==> config.mk <==
export PLATFORM = sky130hd
export DESIGN_NAME = prog_loader
export DESIGN_NICKNAME = d
export VERILOG_FILES = /design/src/rtl/cpu_pkg.sv /design/src/rtl/prog_ram.sv /design/src/rtl/prog_loader.sv
export SDC_FILE = /design/constraint.sdc
export NUM_CORES = 1
export LEC_CHECK = 0
export ABC_CLOCK_PERIOD_IN_PS = 3600
export BUFFER_PORTS_ARGS = -buffer_cell sky130_fd_sc_hd__buf_2
export CELL_PAD_IN_SITES_DETAIL_PLACEMENT = 1
export CELL_PAD_IN_SITES_GLOBAL_PLACEMENT = 1
export CORE_MARGIN = 2
export CORE_UTILIZATION = 51
export DETAILED_ROUTE_END_ITERATION = 7
export GPL_TIMING_DRIVEN = 0
export PLACE_DENSITY = 0.81
export REMOVE_ABC_BUFFERS = 1
export SLEW_MARGIN = 20
export SYNTH_ARGS = -nofsm -noshare
export SYNTH_HDL_FRONTEND = slang
export SYNTH_SLANG_ARGS = --single-unit
==> constraint.sdc <==
create_clock -name clk -period 3.6 [get_ports clk]
set_clock_uncertainty 0.2 [all_clocks]
set_input_delay 0.36 -clock clk [delete_from_list [all_inputs] [get_ports clk]]
set_output_delay 0.36 -clock clk [all_outputs]
set_load 0.1 [all_outputs]
==> src/rtl/cpu_pkg.sv <==
// Shared CPU definitions: loader states, frame marker and opcodes.
// Imported by the program loader and the program RAM.
package cpu_pkg;

  typedef enum logic [2:0] {
    S_IDLE,
    S_LEN,
    S_DATA,
    S_CHK,
    S_RUN,
    S_ERROR
  } ld_state_e;

  localparam logic [7:0] SYNC_BYTE_DEF = 8'hA5;

  localparam logic [3:0] OP_NOP    = 4'h0;
  localparam logic [3:0] OP_LDI_R0 = 4'h1;
  localparam logic [3:0] OP_ADD_R0 = 4'h2;
  localparam logic [3:0] OP_OUT    = 4'h7;
  localparam logic [3:0] OP_HLT    = 4'hF;

  function automatic logic [7:0] csum_add(
    input logic [7:0] acc,
    input logic [7:0] b
  );
    return acc + b;
  endfunction

  function automatic logic in_frame(input ld_state_e s);
    return (s == S_LEN) || (s == S_DATA) || (s == S_CHK);
  endfunction

endpackage

==> src/rtl/prog_ram.sv <==
// Program store: synchronous write, clear on reset, async read.
// The CPU fetches through the read port by PC address.
module prog_ram
  import cpu_pkg::*;
#(
  parameter int ADDR_W = 4,
  parameter int DATA_W = 8
) (
  input  logic              clk,
  input  logic              reset,
  input  logic              we,
  input  logic [ADDR_W-1:0] waddr,
  input  logic [DATA_W-1:0] wdata,
  input  logic [ADDR_W-1:0] raddr,
  output logic [DATA_W-1:0] rdata
);

  localparam int DEPTH = 1 << ADDR_W;

  logic [DATA_W-1:0] mem_q [DEPTH];

  always_ff @(posedge clk) begin
    if (reset) begin
      for (int i = 0; i < DEPTH; i++) begin
        mem_q[i] <= '0;
      end
    end else if (we) begin
      mem_q[waddr] <= wdata;
    end
  end

  assign rdata = mem_q[raddr];

endmodule

==> src/rtl/prog_loader.sv <==
// Framed byte-stream loader for the CPU program RAM.
// Holds the CPU in reset until a checksum-correct program is resident.
module prog_loader
  import cpu_pkg::*;
#(
  parameter int                ADDR_W    = 4,
  parameter int                DATA_W    = 8,
  parameter logic [DATA_W-1:0] SYNC_BYTE = SYNC_BYTE_DEF,
  parameter int unsigned       TIMEOUT   = 255
) (
  input  logic              clk,
  input  logic              reset,
  input  logic [DATA_W-1:0] in_data,
  input  logic              in_valid,
  output logic              in_ready,
  input  logic [ADDR_W-1:0] rd_addr,
  output logic [DATA_W-1:0] rd_data,
  output logic              cpu_reset,
  output logic              load_done,
  output logic              load_error,
  output logic              busy
);

  localparam int TMO_W = 16;
  localparam logic [DATA_W:0] DEPTH_L =
    (DATA_W+1)'(1 << ADDR_W);

  ld_state_e         state_q, state_d;
  logic [ADDR_W-1:0] cnt_q, cnt_d;
  logic [ADDR_W-1:0] lm1_q, lm1_d;
  logic [DATA_W-1:0] sum_q, sum_d;
  logic [TMO_W-1:0]  tmo_q, tmo_d;
  logic              cpu_reset_q, cpu_reset_d;
  logic              done_q, done_d;
  logic              err_q, err_d;
  logic              busy_q, busy_d;

  logic              xfer;
  logic              is_sync;
  logic              len_ok;
  logic [DATA_W-1:0] len_m1;
  logic [TMO_W-1:0]  tmo_nxt;
  logic              tmo_hit;
  logic              we;

  assign in_ready = 1'b1;
  assign xfer     = in_valid & in_ready;
  assign is_sync  = (in_data == SYNC_BYTE);
  assign len_ok   = (in_data != '0) &&
                    ({1'b0, in_data} <= DEPTH_L);
  assign len_m1   = in_data - DATA_W'(1);
  assign tmo_nxt  = tmo_q + TMO_W'(1);
  assign tmo_hit  = (TIMEOUT != 0) &&
                    (tmo_nxt == TMO_W'(TIMEOUT));

  always_comb begin
    state_d     = state_q;
    cnt_d       = cnt_q;
    lm1_d       = lm1_q;
    sum_d       = sum_q;
    tmo_d       = '0;
    cpu_reset_d = cpu_reset_q;
    done_d      = done_q;
    err_d       = err_q;
    we          = 1'b0;

    unique case (state_q)
      S_IDLE: begin
        if (xfer && is_sync) state_d = S_LEN;
      end
      S_LEN: begin
        if (xfer) begin
          if (len_ok) begin
            lm1_d   = len_m1[ADDR_W-1:0];
            cnt_d   = '0;
            sum_d   = '0;
            state_d = S_DATA;
          end else begin
            state_d = S_ERROR;
          end
        end
      end
      S_DATA: begin
        if (xfer) begin
          we    = 1'b1;
          sum_d = csum_add(sum_q, in_data);
          cnt_d = cnt_q + ADDR_W'(1);
          if (cnt_q == lm1_q) state_d = S_CHK;
        end
      end
      S_CHK: begin
        if (xfer) begin
          if (in_data == sum_q) begin
            state_d     = S_RUN;
            cpu_reset_d = 1'b0;
            done_d      = 1'b1;
            err_d       = 1'b0;
          end else begin
            state_d = S_ERROR;
          end
        end
      end
      S_RUN: begin
        if (xfer && is_sync) begin
          state_d     = S_LEN;
          cpu_reset_d = 1'b1;
          done_d      = 1'b0;
        end
      end
      S_ERROR: begin
        if (xfer && is_sync) begin
          state_d = S_LEN;
          err_d   = 1'b0;
        end
      end
      default: state_d = S_IDLE;
    endcase

    // Idle-gap watchdog only runs while a frame is open
    if (in_frame(state_q) && !xfer) begin
      tmo_d = tmo_nxt;
      if (tmo_hit) state_d = S_ERROR;
    end

    if (state_d == S_ERROR && state_q != S_ERROR) begin
      err_d       = 1'b1;
      cpu_reset_d = 1'b1;
      done_d      = 1'b0;
    end

    busy_d = in_frame(state_d);
  end

  always_ff @(posedge clk) begin
    if (reset) begin
      state_q     <= S_IDLE;
      cnt_q       <= '0;
      lm1_q       <= '0;
      sum_q       <= '0;
      tmo_q       <= '0;
      cpu_reset_q <= 1'b1;
      done_q      <= 1'b0;
      err_q       <= 1'b0;
      busy_q      <= 1'b0;
    end else begin
      state_q     <= state_d;
      cnt_q       <= cnt_d;
      lm1_q       <= lm1_d;
      sum_q       <= sum_d;
      tmo_q       <= tmo_d;
      cpu_reset_q <= cpu_reset_d;
      done_q      <= done_d;
      err_q       <= err_d;
      busy_q      <= busy_d;
    end
  end

  prog_ram #(
    .ADDR_W (ADDR_W),
    .DATA_W (DATA_W)
  ) u_ram (
    .clk   (clk),
    .reset (reset),
    .we    (we),
    .waddr (cnt_q),
    .wdata (in_data),
    .raddr (rd_addr),
    .rdata (rd_data)
  );

  assign cpu_reset  = cpu_reset_q;
  assign load_done  = done_q;
  assign load_error = err_q;
  assign busy       = busy_q;

endmodule

# After elaboration in Yosys (flattened, before gate mapping)
# Memories as Yosys holds them, arrays and structs flattened.
# Cells that the tools add are included.
[totals] ram_bits=128 memories=1 inputBits=15 regBits=39
[classes] order_cmp=1 n_bitwise=1 n_addsub=4 n_eq_ne=23 muxes=38 reduce_logical=22
[memory_table] memory="u_ram.mem_q" words=16 word_bits=8 rd=1 rd_ports_with_merged_regs=0 wr=16 line="prog_ram.sv:20" rtl="logic [DATA_W-1:0] mem_q [DEPTH];"
[op_table] cell="2-to-1 mux 8 bit" count=4
[op_table] cell="2-to-1 mux 3 bit" count=8
[op_table] cell="adder 16 x 1 -> 16 bit, second input constant" count=1
[op_table] cell="equality test 16 x 8 -> 1 bit, second input constant" count=1
[op_table] cell="2-to-1 mux 1 bit" count=16
[op_table] cell="2-to-1 mux 4 bit" count=4
[op_table] cell="one-hot mux 8 bit (2 select lines)" count=1
[op_table] cell="equality test 3 x 2 -> 1 bit, second input constant" count=4
[op_table] cell="inequality test 2 bit, second input constant" count=6
[op_table] cell="one-hot mux 3 bit (4 select lines)" count=1
[op_table] cell="AND reduction 4 bit" count=3
[op_table] cell="equality test 3 bit, second input constant" count=3
[op_table] cell="adder 8 bit" count=1
[op_table] cell="equality test 8 bit" count=1
[op_table] cell="equality test 8 bit, second input constant" count=1
[op_table] cell="<= comparator 8 x 5 -> 1 bit, second input constant" count=1
[op_table] cell="one-hot mux 4 bit (2 select lines)" count=1
[op_table] cell="nonzero test 8 bit" count=1
[op_table] cell="OR reduction 8 bit" count=1
[op_table] cell="equality test 3 x 1 -> 1 bit, second input constant" count=2
[op_table] cell="inequality test 3 x 2 -> 1 bit, second input constant" count=2
[op_table] cell="inequality test 3 bit, second input constant" count=2
[op_table] cell="one-hot mux 1 bit (2 select lines)" count=3
[op_table] cell="adder 4 x 1 -> 4 bit, second input constant" count=1
[op_table] cell="12 further kinds" count=20

# Depth between registers and ports, before layout
# Gate-level depths: netlist of run 1.
[logic_depth] ltp_word=11 mapped_depth=9 ltp_nobuf=8

# By module
# Synthesis of run 1 repeated with hierarchy kept, for this count alone.
[unflattened] hier_cells=658 hier_area_um2=8202.9
[modules_own_cells] module="prog_ram" n_inst=1 cells_per_inst=375 area_per_inst_um2=5861.9
[modules_own_cells] module="prog_loader" n_inst=1 cells_per_inst=283 area_per_inst_um2=2341.0

# Least setup slack after synthesis of run 1
# No wires, ideal clock.
[synth_path] kind="register -> register" from="register state_q[2]" to="memory u_ram.mem_q[8][0] (enable)" setup_slack_ns=0.846 arrival_ns=2.170 path_stages_with_launch=8 required_time_ns=3.016 period_less_slack_ns=2.754 cell_sequence="dfxtp_1 > clkbuf_1 > or3_1 > buf_2 > nor2_2 > nand2_1 > clkbuf_1 > o21ai_0"
[synth_lines] element="start, declared" line="prog_loader.sv:28" rtl="ld_state_e state_q, state_d;"
[synth_lines] element="start signal, assigned" line="prog_loader.sv:146" rtl="state_q <= state_d;"
[synth_lines] element="end, declared" line="prog_ram.sv:20"

==> parameters.txt, run 1 <==
Parameter                              Value

Worst setup path
  Depth of the worst register-to-register path ... 6
  Worst setup startpoint ... state_q[1]$_SDFF_PP0_
  Critical path arrival ... 3270 ps
  Crit path kind ... flop to flop
  Startpoint type of the worst setup path ... flop
  Max FO, Critical Path ... 15
  R2R setup slack ... ~250 ps
  Worst R2R Start ... state_q[1]$_SDFF_PP0_
  Capture instance of the worst register-to-register path ... u_ram.mem_q[3][6]$_SDFFCE_PN0P_
  Category of the worst setup path capture point ... flop
  Data required time of the worst path ... about 3500 ps
  Chain of cells forming the critical path ... nand2_1, or3_1, nor2_2, nand2_1, nor3_1, or2_2
  Most common cell on crit path ... nand2_1
  Critical-path cell with the highest stage delay ... nor3_1
  Delay of the slowest critical-path stage ... 680 ps
  End point of the critical path ... u_ram.mem_q[3][6]$_SDFFCE_PN0P_

GRT
  Wire length of the first global-routing pass ... 31.2 mm
  Pin count of the biggest net entering global routing ... 33
  Vias in the first global route ... approximately 5,500
  Initial antenna violation count ... 0
  Total routing resource utilization after global routing ... 25.0%
  Remaining Overflow, GRT ... 0

Flow run
  Max-cap viol count ... 0

CTS
  Sinks on Clock Net ... about 170
  Maximum level of the CTS H-tree ... 4
  Clk root buf ... clkbuf_16
  CTS max path bufs ... 2
  CTS clk-pin slew, worst paths ... 60 ps
  Inserted Clock Buffers ... 17
  Clock latency reported for the late side of the worst-skew pair ... about 440 ps
  Clock tree from TritonCTS ... done

Synthesis
  Number of cells produced by synthesis ... 654
  Leading cell types by total area after synthesis ... edfxtp_1 47%, mux4_2 11%, dfxtp_1 9.5%
  Yosys warnings ... 0
  Sequential area share after synthesis ... between 50% and 60%
  Library cell with the highest instance count after synthesis ... edfxtp_1
  Netlist cell types ... 60
  Area of the mapped netlist ... between 8000 and 9000 um2
  Synthesized area per cell ... 12.6 um2
  Post-synth top area cell ... edfxtp_1
  Leading register cell type out of synthesis ... edfxtp_1
  Number of synthesized flops with an enable pin ... approximately 130
  Most used standard cells in the synthesized netlist ... 128 x edfxtp_1, 97 x and2_1, 44 x nor2_1
  Synthesized flop and latch total ... between 150 and 200
  Asr flop ratio synth ... 0%
  Share of the synthesized area in the top cell type ... a little under half

Die
  Die width ... about 130 um
  Vertical extent of the die ... 131 um
  Initial Utilization ... about half
  Die Outline Area ... ~17,000 um2
  Core area ... ~16,000 um2
  Site Rows ... 46
  Top-level I/O count ... 28

Power
  Design internal power ... between 3000 and 4000 uW
  Power density normalized to cell area ... about 480 nW/um2
  Switching Share ... between 20% and 30%
  NetSw ... approximately 1000 uW
  Seq pwr share ... between 50% and 60%
  Comb pwr share ... under 10%
  Share of power burned in the clock network ... approximately 42%
  Static leakage ... 0.00306 uW
  Max rail drop VDD ... between 0.3 and 0.4 mV

Run status
  Result of the run ... complete, no violations

STA
  Max-slew headroom at the worst pin ... 40.5%
  RSZ-0062 raised after global routing ... no
  Number of pins exceeding their max-slew limit in the final report ... 0
  Worst slew pin tran ... approximately 900 ps
  Final min period ... between 3000 and 4000 ps
  Setup Viol. Count Final ... 0
  Final Hold Vio Count ... 0
  Period Utilization, post-route ... 93.1%
  Peak clock frequency supported by timing ... ~300 MHz

Cells and area
  Net count reported at finish ... 684
  Final core utilization ... around 57%
  Fraction of final layout cells with drive strength greater than 1 ... between 10% and 20%
  Number of antenna repair diodes ... 0
  Layout overhead on the synthesized area ... 9.72%
  Number of standard cells in the layout, taps in and fillers out ... 880

Route
  First-pass iteration count of the detailed router ... 4
  Post-detailed-route DRC marker count ... 0
  Antenna Violating Nets Remaining ... 0
  DR WL/cell ... roughly 23 um
  Initial drt markers ... 329
  Total vias in the final route ... ~5,200
  Routed via count divided by cell count ... slightly below 6
  Post-Route WL ... a little over 20 mm

Place
  Count of buffers inserted at the top-level ports ... 26
  HPWL reported at the end of detailed placement ... 13.3 mm
  Final Wtd Congestion ... approximately 0.79
  Placed cell count ... 848

Hold path
  Min-Delay Path Class ... primary input to flop
[area by class of cell]
class	count	area, um2
flip-flops and latches	167	4620
fillers	1572	6810
clock buffers	19	433
clock inverters	12	126
inverters	8	30.0
well taps	216	270
multi-input cells	431	3400
repair buffers	27	143
[flip-flops by register name, indices dropped and copies added, names as in the netlist]
name	count
lm1_q	4
sum_q	8
load_error	1
state_q	3
u_ram.mem_q	128
load_done	1
cpu_reset	1
cnt_q	4
busy	1
tmo_q	16
[what timing repair did]
action	in CTS	in global routing
cloned	0	0
endpoints found under the hold margin	1	0
resized for setup	1	2
setup buffers	0	0
endpoints found under the setup margin	8	16
hold buffers	1	0
[worst min path at each step]
stage / start / slack (ps) / depth (start not counted) / end
after global routing: reset / 220 / 2 / sum_q[5]$_SDFFE_PP0P_
after global placement: sum_q[0]$_SDFFE_PP0P_ / 260 / 2 / sum_q[0]$_SDFFE_PP0P_
after floorplan: reset / 230 / 1 / cnt_q[1]$_SDFFE_PP0P_
after CTS: reset / 160 / 2 / cnt_q[0]$_SDFFE_PP0P_
after detailed placement: sum_q[5]$_SDFFE_PP0P_ / 270 / 2 / sum_q[5]$_SDFFE_PP0P_
final: reset / 170 / 2 / cnt_q[0]$_SDFFE_PP0P_
[layer usage]
layer	track usage [%]	up-vias	wire, um
met4	10.8	0	467
met2	45.7	102	10900
li1	-	2418	-
met3	3.95	35	770
met5	0	-	0
met1	29.0	2687	7960
[worst max-delay path, delay by kind of cell (launching register included)]
kind / cells / cell delay (ps)
and+or+nand+nor: 6 / 2430
DFF: 1 / 400
[metrics by stage]
| step | instance area (um2) | hold slack [ps] | setup WS (ps) | setup TNS, ps | power, uW |
|---|---|---|---|---|---|
| floorplan | 8030 | 229 | 965 | 0 | 2420 |
| global placement | 8430 | 257 | -31.4 | -408 | 2530 |
| detailed placement | 8440 | 266 | -64.0 | -2020 | 2550 |
| CTS | 9010 | 164 | 15.3 | 0 | 4310 |
| global route | 9020 | 217 | 12.0 | 0 | 4390 |
| finish | 9020 | 170 | 250 | 0 | 4290 |
[power by group through the flow]
stage | registers, uW | clock network [uW] | logic (uW)
after floorplan | 2180 | 0 | 236
after global placement | 2190 | 0 | 338
after detailed placement | 2200 | 0 | 348
after CTS | 2160 | 1790 | 356
after global routing | 2160 | 1860 | 372
final | 2160 | 1780 | 354
[layout by cell type, fill, tap and decap left out, drive strengths merged, types with 3 or more instances in the layout]
cell type | netlist | routed
clkinvlp | 0 | 3
ha | 16 | 16
nor4 | 13 | 13
nand2b | 6 | 6
mux4 | 40 | 40
nor3 | 40 | 40
a211oi | 5 | 5
a31oi | 3 | 3
o21ai | 17 | 17
nand3 | 18 | 18
o211ai | 4 | 4
or3 | 3 | 3
and3 | 3 | 3
nand4 | 8 | 8
dfxtp | 39 | 39
nand2 | 28 | 28
inv | 6 | 9
or2 | 5 | 5
and4 | 3 | 3
clkinv | 2 | 6
clkbuf | 36 | 19
and2 | 97 | 97
edfxtp | 128 | 128
buf | 12 | 26
xnor2 | 17 | 17
nor2 | 45 | 45
xor2 | 11 | 11
a21oi | 18 | 18
[logic make-up (layout without fill, tap and decap cells)]
logic type	Yosys count	count (layout)	synth area share, %
mux	40	40	11.0
compound gates	63	63	5.22
xor+xnor	28	28	2.98
simple gates	282	282	19.1
buf+inv	56	66	2.77
fa+ha+maj	17	17	2.68
other cells	1	1	0.0456
flops	167	167	56.2
Power figures use the tool's default switching activity.
==> run 2, diff against run 1 <==
--- a/config.mk
+++ b/config.mk
@@ -7,7 +7,7 @@
 export LEC_CHECK = 0
 export ABC_CLOCK_PERIOD_IN_PS = 3600
 export BUFFER_PORTS_ARGS = -buffer_cell sky130_fd_sc_hd__buf_2
-export CELL_PAD_IN_SITES_DETAIL_PLACEMENT = 1
+export CELL_PAD_IN_SITES_DETAIL_PLACEMENT = 0
 export CELL_PAD_IN_SITES_GLOBAL_PLACEMENT = 1
 export CORE_MARGIN = 2
 export CORE_UTILIZATION = 51
==> run 2 against run 1 <==
  * Cell count unchanged
  * Critical path depth down 1
  * Register-to-register slack worse by 60 ps
  * Power up 2.6%
  * Flip-flop and latch count unchanged
  * Highest routed layer unchanged
==> parameters.txt, run 2 (same netlist as run 1, synthesis figures left out) <==
Parameter                              Value

Cells and area
  Register Area ... 4620 um2
  Number of standard cells in the layout, taps in and fillers out ... a little under 900
  Layout overhead on the synthesized area ... 10.0%
  Biggest regs ... u_ram.mem_q x128, tmo_q x16, sum_q x8
  Number of filler instances in the final layout ... 1,290
  Top library cells by usage in the layout, fill and taps aside ... 128 x edfxtp_1, 97 x and2_1, 44 x nor2_1, 40 x mux4_2, 39 x dfxtp_1
  Largest register by flop count ... u_ram.mem_q
  Net count reported at finish ... 683
  Fraction of final layout cells with drive strength greater than 1 ... about 17%
  Max reg flops ... 128
  Number of antenna repair diodes ... 0
  Area of the multi-input gates ... around 3400 um2
  Most frequent standard cell in the layout excluding fill and tap cells ... edfxtp_1

Die
  Die Outline Area ... between 15,000 and 20,000 um2
  Core area ... 15,800 um2
  Site Rows ... 46
  Initial Utilization ... between 50% and 60%
  Vertical extent of the die ... 131 um
  Die width ... 131 um
  Top-level I/O count ... 28

GRT
  Wire length of the first global-routing pass ... between 20 and 30 mm
  Vias in the first global route ... slightly above 5,000
  Pin count of the biggest net entering global routing ... 33
  Initial antenna violation count ... 0
  Total routing resource utilization after global routing ... about a fifth
  Remaining Overflow, GRT ... 0

CTS
  Number of gates resized after cts ... 0
  Number of hold buffers added after CTS ... 0
  CTS clk-pin slew, worst paths ... approximately 60 ps
  Inserted Clock Buffers ... 17
  CTS max path bufs ... 2
  Sinks on Clock Net ... about 170
  Clock tree from TritonCTS ... done
  Clock latency reported for the late side of the worst-skew pair ... ~430 ps
  Maximum level of the CTS H-tree ... 4
  Count of buffers added by post-CTS timing repair for setup ... 0
  Clk root buf ... clkbuf_16

STA
  Period Utilization, post-route ... ~95%
  Final Hold Vio Count ... 0
  Setup Viol. Count Final ... 0
  Number of pins exceeding their max-slew limit in the final report ... 0
  Final min period ... around 3400 ps
  PnR worst setup slack ... 191 ps
  Worst slew pin tran ... approximately 1100 ps
  RSZ-0062 raised after global routing ... no
  Peak clock frequency supported by timing ... around 300 MHz
  Max-slew headroom at the worst pin ... 23.9%

Route
  DR WL/cell ... 19.6 um
  Antenna Violating Nets Remaining ... 0
  Post-Route WL ... roughly 17 mm
  First-pass iteration count of the detailed router ... 4
  Initial drt markers ... between 300 and 400
  Post-detailed-route DRC marker count ... 0
  Total vias in the final route ... 5,076
  Routed via count divided by cell count ... about 5.8

Place
  HPWL reported at the end of detailed placement ... between 10 and 15 mm
  Count of buffers inserted at the top-level ports ... 26
  Final Wtd Congestion ... about 0.8
  Placed cell count ... about 850
  Setup WS pre-CTS ... approximately 0.8 ps

Worst setup path
  Critical path arrival ... approximately 3300 ps
  Data required time of the worst path ... approximately 3500 ps
  Startpoint type of the worst setup path ... flop
  Category of the worst setup path capture point ... flop
  Max FO, Critical Path ... 15
  Crit path kind ... flop to flop

Power
  Static leakage ... between 0.003 and 0.004 uW
  Comb pwr share ... ~7.8%
  Power density normalized to cell area ... 487 nW/um2
  NetSw ... around 1000 uW
  Switching Share ... 22.8%
  Share of power burned in the clock network ... roughly 43%
  Total power draw ... about 4400 uW
  Max rail drop VDD ... roughly 0.37 mV
  Design internal power ... 3400 uW
  Seq pwr share ... about 50%

Hold path
  Min-Delay Path Class ... primary input to flop

Flow run
  Max-cap viol count ... 0

Run status
  Result of the run ... complete, no violations
[run 2: cell types whose count changed in the layout (fill, tap and decap cells not counted), sizes merged]
cell         previous run  this run
clkbuf                 19        20
inv                     9         8
clkinvlp                3         0
bufinv                  2         4
clkinv                  6         8
dlygate4sd3             1         0
[run 2: layout make-up]
cell class,instances,share of cell area [%]
clock buffers,20,4.83
clock inverters,12,1.92
inverters,8,0.332
multi-input cells,431,37.4
flip-flops and latches,167,51.1
well taps,216,2.99
repair buffers,26,1.47
[run 2: worst paths after layout]
path	start	endpoint	slack, ps	cells after the start
worst max register to register	state_q[1]$_SDFF_PP0_	u_ram.mem_q[14][1]$_SDFFCE_PN0P_	190	5
worst max-delay path	state_q[1]$_SDFF_PP0_	u_ram.mem_q[14][1]$_SDFFCE_PN0P_	190	5
worst min register to register	sum_q[5]$_SDFFE_PP0P_	sum_q[5]$_SDFFE_PP0P_	270	2
worst min-delay path	in_data[0]	lm1_q[0]$_SDFFE_PP0P_	20	2
[run 2: metal layers]
layer / share of wire [%] / up-vias / track usage, % / wire length, um
met5: 0 / - / 0 / 0
met3: 3.9 / 22 / 3.99 / 674
li1: - / 2418 / - / -
met4: 1.9 / 0 / 7.95 / 332
met2: 52 / 117 / 38.1 / 9070
met1: 42 / 2519 / 25.4 / 7200
[run 2: power by group through the flow]
stage          combinational (uW)  sequential (uW)  clock (uW)
3_5_place_dp                  344             2200           0
6_report                      342             2150        1910
5_1_grt                       360             2160        1990
3_3_place_gp                  338             2190           0
4_1_cts                       345             2150        1910
2_1_floorplan                 236             2180           0
[run 2: metrics by stage]
step           area (um2)  hold WS [ps]  TNS, ps  util (%)
2_1_floorplan        8030           229        0         -
4_1_cts              9050          18.6        0      57.2
6_report             9050          21.3        0      57.2
3_5_place_dp         8440           262        0      53.3
5_1_grt              9050          32.2        0      57.2
3_3_place_gp         8430           257     -408      53.2
[run 2: worst max-delay path, stage by stage, from the launching register on]
cell	delay, ps
dfxtp_1	410
nand2_1	120
or3_1	520
nor2_2	300
nand2_1	440
o21ai_0	1040
